===== src/rtl/ex_mem_stage_pkg.sv =====
// Shared constants and helpers for the EX/MEM boundary stage.
// Holds the datapath defaults, access-size encodings and the alignment test.
package ex_mem_stage_pkg;

  localparam int unsigned XLEN_DEF    = 32;
  localparam int unsigned CNT_W_DEF   = 32;
  localparam int unsigned LINK_OFFSET = 4;

  typedef enum logic [2:0] {
    F3_BYTE  = 3'b000,
    F3_HALF  = 3'b001,
    F3_WORD  = 3'b010,
    F3_BYTEU = 3'b100,
    F3_HALFU = 3'b101
  } access_size_e;

  function automatic logic is_misaligned(input logic [1:0] lsb);
    return lsb != 2'b00;
  endfunction

endpackage


===== src/rtl/ex_mem_stage_branch_resolve.sv =====
// Combinational branch/jump resolution: taken decision, target, link address
// and target-alignment fault.
module ex_mem_stage_branch_resolve
  import ex_mem_stage_pkg::*;
#(
  parameter int unsigned XLEN = XLEN_DEF
) (
  input  logic [XLEN-1:0] pc_i,
  input  logic [XLEN-1:0] imm_i,
  input  logic [XLEN-1:0] alu_result_i,
  input  logic            branch_alu_i,
  input  logic            is_branch_i,
  input  logic            is_jal_i,
  input  logic            is_jalr_i,
  output logic            taken_o,
  output logic [XLEN-1:0] target_o,
  output logic [XLEN-1:0] link_o,
  output logic            misalign_o
);

  always_comb begin
    // The ALU flag is also raised by plain ADDs, so it only counts for branches.
    taken_o    = (is_branch_i & branch_alu_i) | is_jal_i | is_jalr_i;
    target_o   = is_jalr_i ? (alu_result_i & ~XLEN'(1)) : (pc_i + imm_i);
    link_o     = pc_i + XLEN'(LINK_OFFSET);
    misalign_o = taken_o & is_misaligned(target_o[1:0]);
  end

endmodule


===== src/rtl/ex_mem_stage.sv =====
// EX/MEM pipeline register: accepts EX, resolves control flow, issues a one-cycle
// redirect pulse, squashes the wrong-path slot and keeps saturating branch statistics.
module ex_mem_stage
  import ex_mem_stage_pkg::*;
#(
  parameter int unsigned XLEN  = XLEN_DEF,
  parameter int unsigned CNT_W = CNT_W_DEF
) (
  input  logic             clk,
  input  logic             rst_n,
  input  logic             ex_valid,
  input  logic [XLEN-1:0]  ex_pc,
  input  logic [XLEN-1:0]  ex_imm,
  input  logic [XLEN-1:0]  ex_alu_result,
  input  logic             ex_branch_alu,
  input  logic             ex_is_branch,
  input  logic             ex_is_jal,
  input  logic             ex_is_jalr,
  input  logic [XLEN-1:0]  ex_rs2_data,
  input  logic [4:0]       ex_rd_addr,
  input  logic             ex_reg_write,
  input  logic             ex_mem_read,
  input  logic             ex_mem_write,
  input  logic [2:0]       ex_funct3,
  input  logic             mem_stall,
  output logic             redirect_valid,
  output logic [XLEN-1:0]  redirect_pc,
  output logic             mem_valid,
  output logic [XLEN-1:0]  mem_result,
  output logic [XLEN-1:0]  mem_store_data,
  output logic [4:0]       mem_rd_addr,
  output logic             mem_reg_write,
  output logic             mem_mem_read,
  output logic             mem_mem_write,
  output logic [2:0]       mem_funct3,
  output logic             mem_exc_misalign,
  output logic [CNT_W-1:0] br_count,
  output logic [CNT_W-1:0] br_taken_count
);

  logic            taken;
  logic            misalign;
  logic [XLEN-1:0] target;
  logic [XLEN-1:0] link;
  logic            accept;

  logic             redirect_valid_q, redirect_valid_d;
  logic [XLEN-1:0]  redirect_pc_q,    redirect_pc_d;
  logic             mem_valid_q,      mem_valid_d;
  logic [XLEN-1:0]  mem_result_q,     mem_result_d;
  logic [XLEN-1:0]  mem_store_data_q, mem_store_data_d;
  logic [4:0]       mem_rd_addr_q,    mem_rd_addr_d;
  logic             mem_reg_write_q,  mem_reg_write_d;
  logic             mem_mem_read_q,   mem_mem_read_d;
  logic             mem_mem_write_q,  mem_mem_write_d;
  logic [2:0]       mem_funct3_q,     mem_funct3_d;
  logic             mem_misalign_q,   mem_misalign_d;
  logic [CNT_W-1:0] br_count_q,       br_count_d;
  logic [CNT_W-1:0] br_taken_q,       br_taken_d;

  ex_mem_stage_branch_resolve #(.XLEN(XLEN)) u_resolve (
    .pc_i         (ex_pc),
    .imm_i        (ex_imm),
    .alu_result_i (ex_alu_result),
    .branch_alu_i (ex_branch_alu),
    .is_branch_i  (ex_is_branch),
    .is_jal_i     (ex_is_jal),
    .is_jalr_i    (ex_is_jalr),
    .taken_o      (taken),
    .target_o     (target),
    .link_o       (link),
    .misalign_o   (misalign)
  );

  // While a redirect is out, the instruction sitting in EX is wrong-path.
  assign accept = ex_valid & ~redirect_valid_q & ~mem_stall;

  always_comb begin
    // NOTE: every next-state signal gets a hold/default value first so no path
    // through the branches below leaves it unassigned (which would infer a latch).
    redirect_valid_d = 1'b0;
    redirect_pc_d    = redirect_pc_q;
    mem_valid_d      = mem_valid_q;
    mem_result_d     = mem_result_q;
    mem_store_data_d = mem_store_data_q;
    mem_rd_addr_d    = mem_rd_addr_q;
    mem_reg_write_d  = mem_reg_write_q;
    mem_mem_read_d   = mem_mem_read_q;
    mem_mem_write_d  = mem_mem_write_q;
    mem_funct3_d     = mem_funct3_q;
    mem_misalign_d   = mem_misalign_q;
    br_count_d       = br_count_q;
    br_taken_d       = br_taken_q;

    if (accept) begin
      mem_valid_d      = 1'b1;
      mem_result_d     = (ex_is_jal | ex_is_jalr) ? link : ex_alu_result;
      mem_store_data_d = ex_rs2_data;
      mem_rd_addr_d    = ex_rd_addr;
      mem_reg_write_d  = ex_reg_write;
      mem_mem_read_d   = ex_mem_read;
      mem_mem_write_d  = ex_mem_write;
      mem_funct3_d     = ex_funct3;
      mem_misalign_d   = misalign;
      if (taken) begin
        // A misaligned target is still recorded but traps in WB instead of redirecting.
        redirect_pc_d    = target;
        redirect_valid_d = ~misalign;
      end
      if (ex_is_branch) begin
        if (br_count_q != '1) br_count_d = br_count_q + CNT_W'(1);
        if (taken && (br_taken_q != '1)) br_taken_d = br_taken_q + CNT_W'(1);
      end
    end else if (!mem_stall) begin
      mem_valid_d    = 1'b0;
      mem_misalign_d = 1'b0;
    end
  end

  // NOTE: sequential state uses non-blocking assignments so every register
  // samples pre-edge values regardless of statement order.
  always_ff @(posedge clk or negedge rst_n) begin
    if (!rst_n) begin
      redirect_valid_q <= 1'b0;
      redirect_pc_q    <= '0;
      mem_valid_q      <= 1'b0;
      mem_result_q     <= '0;
      mem_store_data_q <= '0;
      mem_rd_addr_q    <= '0;
      mem_reg_write_q  <= 1'b0;
      mem_mem_read_q   <= 1'b0;
      mem_mem_write_q  <= 1'b0;
      mem_funct3_q     <= '0;
      mem_misalign_q   <= 1'b0;
      br_count_q       <= '0;
      br_taken_q       <= '0;
    end else begin
      redirect_valid_q <= redirect_valid_d;
      redirect_pc_q    <= redirect_pc_d;
      mem_valid_q      <= mem_valid_d;
      mem_result_q     <= mem_result_d;
      mem_store_data_q <= mem_store_data_d;
      mem_rd_addr_q    <= mem_rd_addr_d;
      mem_reg_write_q  <= mem_reg_write_d;
      mem_mem_read_q   <= mem_mem_read_d;
      mem_mem_write_q  <= mem_mem_write_d;
      mem_funct3_q     <= mem_funct3_d;
      mem_misalign_q   <= mem_misalign_d;
      br_count_q       <= br_count_d;
      br_taken_q       <= br_taken_d;
    end
  end

  assign redirect_valid   = redirect_valid_q;
  assign redirect_pc      = redirect_pc_q;
  assign mem_valid        = mem_valid_q;
  assign mem_result       = mem_result_q;
  assign mem_store_data   = mem_store_data_q;
  assign mem_rd_addr      = mem_rd_addr_q;
  assign mem_reg_write    = mem_valid_q & mem_reg_write_q;
  assign mem_mem_read     = mem_valid_q & mem_mem_read_q;
  assign mem_mem_write    = mem_valid_q & mem_mem_write_q;
  assign mem_funct3       = mem_funct3_q;
  assign mem_exc_misalign = mem_misalign_q;
  assign br_count         = br_count_q;
  assign br_taken_count   = br_taken_q;

endmodule

===== config.mk =====
export PLATFORM = sky130hd
export DESIGN_NAME = ex_mem_stage
export DESIGN_NICKNAME = d
export VERILOG_FILES = /design/src/rtl/ex_mem_stage_pkg.sv /design/src/rtl/ex_mem_stage_branch_resolve.sv /design/src/rtl/ex_mem_stage.sv
export SDC_FILE = /design/constraint.sdc
export NUM_CORES = 1
export LEC_CHECK = 0
export CAP_MARGIN = 20
export CORE_ASPECT_RATIO = 1.75
export CORE_MARGIN = 3
export CORE_UTILIZATION = 50
export CTS_CLUSTER_DIAMETER = 150
export DETAILED_ROUTE_END_ITERATION = 8
export PLACE_DENSITY = 0.95
export REMOVE_ABC_BUFFERS = 1
export SETUP_SLACK_MARGIN = 0.4
export SLEW_MARGIN = 30
export SYNTH_ARGS = -nofsm -noshare
export SYNTH_HDL_FRONTEND = slang
export SYNTH_SLANG_ARGS = --single-unit

===== constraint.sdc =====
create_clock -name clk -period 3.4 [get_ports clk]
set_input_delay 0.85 -clock clk [delete_from_list [all_inputs] [get_ports clk]]
set_output_delay 0.85 -clock clk [all_outputs]
set_load 0.005 [all_outputs]

==> flow_summary.ini, run 1 <==
[yosys]
async_flop_share_pct = 100
synth-compound-area-share_pct = 13.8
synth.most_common_cell = nand2_1
syn_area_mm2 = 0.00965
synth_top_family_by_area = simple AND/OR/NAND/NOR gates
synthSimpleGateAreaFrac_pct = 22.2
synth_flop_cell = dfrtp_1
yosys_warnings = 0
synth_common_cells = nand2_1, dfrtp_1, a21oi_1, xnor2_1, nor2_1
syn_avg_cell_area_um2 = 8.90
ys_types = 65
synth-xor-area-share_pct = 10.7
synth_seq_area_share_pct = 45.1
synth_mux_area_share_pct = 1.37
yosys.area.top_type_share_pct = 45.1
synth_top_cell_by_area = dfrtp_1
syn_inst = 1084
synth-seq-cells = 174
synth_fa_ha_area_share_pct = 4.62
synthTopCellsByArea = dfrtp_1, nand2_1, xnor2_1, a21oi_1, ha_1
synth_edf_count = 0

[die]
core_area_mm2 = 0.0187
floorplan.initialDensity_pct = 51.5
die_w_um = 111
pin_count = 321
dieArea_mm2 = 0.0211
rows = 66
die_h_um = 190

[grt]
grt_max_degree = 96
antenna_found_initial = 0
grt_first_pass_wirelength_mm = 56.1
grtUsageTotal_pct = 33.9
gr-total-overflow = 0
grt_pass1_vias = 10600

[min_path]
min_path_type = primary input to async pin

[worst_setup_path]
slowest_delay_ns = 0.45
crit_required_ns = 3.76
r2r_cells = 6
cp_top_family = buffers and inverters
crit_path_start_kind = primary input
cpMostUsedCell = buf_4
r2r_start = br_taken_count[25]$_DFFE_PN0P_
slowest_stage = clkdlybuf4s50_1
cp_num_buf_inv = 4
crit_fanout = 3
ff2ff_setup_slack_ns = 0.99
worstPathCellList = clkdlybuf4s50_1, ha_1, buf_4, nand4_1, buf_4, a21oi_2, nor2b_4, o31ai_1, buf_4, xor2_1, mux2i_1, o21ai_0
critical_path_class = primary input to flip-flop
critical_path_arrival_ns = 3.36
endpoint_kind = flip-flop
reg2reg_to = br_taken_count[1]$_DFFE_PN0P_

[routing]
drcViolationCount = 0
num_vias = 10200
drtAntennaViolNets = 0
wl_mm = 36.8
wire_per_inst_um = 21.5
drtIter0Drc = 793
via_per_inst = 5.96
firstDrtPassIters = 6

[run]
max_cap_violations = 0

[clock_tree]
htreeDepth = 4
cts.path.max_buffers = 2
cts-root-buf = clkbuf_16
cts_sinks = 174
cts.reportedPaths.clkPinSlew_ns = 0.07
cts_tree = built
tritoncts.num_buffers = 17
insertion_delay_ns = 0.45

[sta]
fin_crit_sh_pct = 88.1
fmax_mhz = 334
maxSlewHeadroom_pct = 47.8
period_needed_ns = 2.99
hold_violations = 0
worstMarginPinSlew_ns = 0.774
slew_viol_final = 0
finalSetupViolCount = 0
holdWs_ns = 0.442
setup_ws_ns = 0.406
fin_skew_ns = 0.00942
rsz0062_at_grt = yes

[cells_and_area]
drive_above_1_share_pct = 10.9
nets = 1639
syn_to_final_growth_pct = 49.5
final-instance-count-excl-fill = 1709
fin_area_mm2 = 0.0144

[place]
io_buffers = 320
place_hpwl_mm = 26.4
gp_congestion = 0.969
placed_cells = 1672
dpl_cell_area_mm2 = 0.0136
dp_worst_setup_slack_ns = -0.599

[run_status]
run_status = finished clean

[pwr]
p_per_area_mw_per_mm2 = 454
p_leak_uw = 0.00640
irDropWorstVdd_v = 0.000421
worst max path at each step:
stage	cells after the start	slack, ns	to	startpoint
CTS	11	0.39	redirect_pc[26]$_DFFE_PN0P_	ex_pc[0]
global placement	11	-0.53	redirect_pc[26]$_DFFE_PN0P_	ex_pc[0]
floorplan	6	-0.80	redirect_pc[30]$_DFFE_PN0P_	mem_stall
global route	11	0.36	redirect_pc[26]$_DFFE_PN0P_	ex_pc[0]
finish	12	0.41	redirect_pc[21]$_DFFE_PN0P_	ex_imm[4]
detailed placement	11	-0.60	redirect_pc[26]$_DFFE_PN0P_	ex_pc[0]
per-layer routing:
layer	wire length (um)	GRT usage, %	vias up
met5	0	0	-
met4	2960	22.7	0
met3	2600	6.56	222
met2	19200	60.9	614
met1	12000	35.7	4850
li1	-	-	4494
sequential cells by signal (all words and copies together) (netlist names):
name and cells:
br_count 32, br_taken_count 32, mem_exc_misalign 1, mem_funct3 3, mem_mem_read_q 1, mem_mem_write_q 1
mem_rd_addr 5, mem_reg_write_q 1, mem_result 32, mem_store_data 32, mem_valid 1, redirect_pc 32
redirect_valid 1
layout by cell type, fill, tap and decap left out, types with 5 or more instances in the layout:
master           count
clkdlybuf4s50_1    310
nand2_1            241
dfrtp_1            174
a21oi_1             83
xnor2_1             74
buf_4               74
nor2_1              70
o21ai_0             68
nand3_1             47
xor2_1              44
and3_1              32
ha_1                27
nand4_1             25
a21o_1              17
clkbuf_16           17
mux2i_1             11
and2_1               9
inv_1                9
and4_1               8
nor3_1               8
nand2b_1             5
a31oi_1              5
kinds of logic after synthesis:
logic type,Yosys count
AO/OA/AOI/OAI,223
XOR/XNOR,118
adder cells (fa/ha/maj),35
buffers and inverters,54
flip-flops,174
multiplexers,13
AND/OR/NAND/NOR,467
power breakdown:
part / total [uW] / switching (uW) / leakage, uW / internal [uW]
registers: 2560 / 211 / 0.00223 / 2350
logic: 1930 / 885 / 0.00388 / 1040
clock network: 2060 / 885 / 0.000288 / 1180
total: 6540 / 1980 / 0.00640 / 4560
stage by stage:
stage | utilization (%) | total power (uW) | TNS, ns
floorplan | - | 3200 | -16.94
global placement | 72.6 | 4340 | -2.65
detailed placement | 72.6 | 4410 | -3.69
CTS | 76.4 | 6490 | 0
global route | 76.9 | 6790 | 0
finish | 76.9 | 6540 | 0
what timing repair did:
action	4_1_cts	5_1_grt
pin swaps	13	9
endpoints found under the setup margin	20	19
hold buffers	0	0
setup buffers	2	2
resized for setup	35	23
gates cloned	0	0
layout make-up:
type	count	area [um2]
antenna	1	2.50
clock buffer	18	439
clock inverter	14	166
fill	1166	4320
inverter	9	33.8
multi-input combinational	856	5290
sequential	174	4350
tap	238	298
timing repair buffer	399	3840
Power figures use the tool's default switching activity.
==> inputs of run 2 (changes only) <==
--- a/config.mk
+++ b/config.mk
@@ -5,7 +5,7 @@
 export SDC_FILE = /design/constraint.sdc
 export NUM_CORES = 1
 export LEC_CHECK = 0
-export CAP_MARGIN = 20
+export CAP_MARGIN = 10
 export CORE_ASPECT_RATIO = 1.75
 export CORE_MARGIN = 3
 export CORE_UTILIZATION = 50
==> results of run 2 <==
No change in the layout: final DEF, timing and power equal those of run 1.
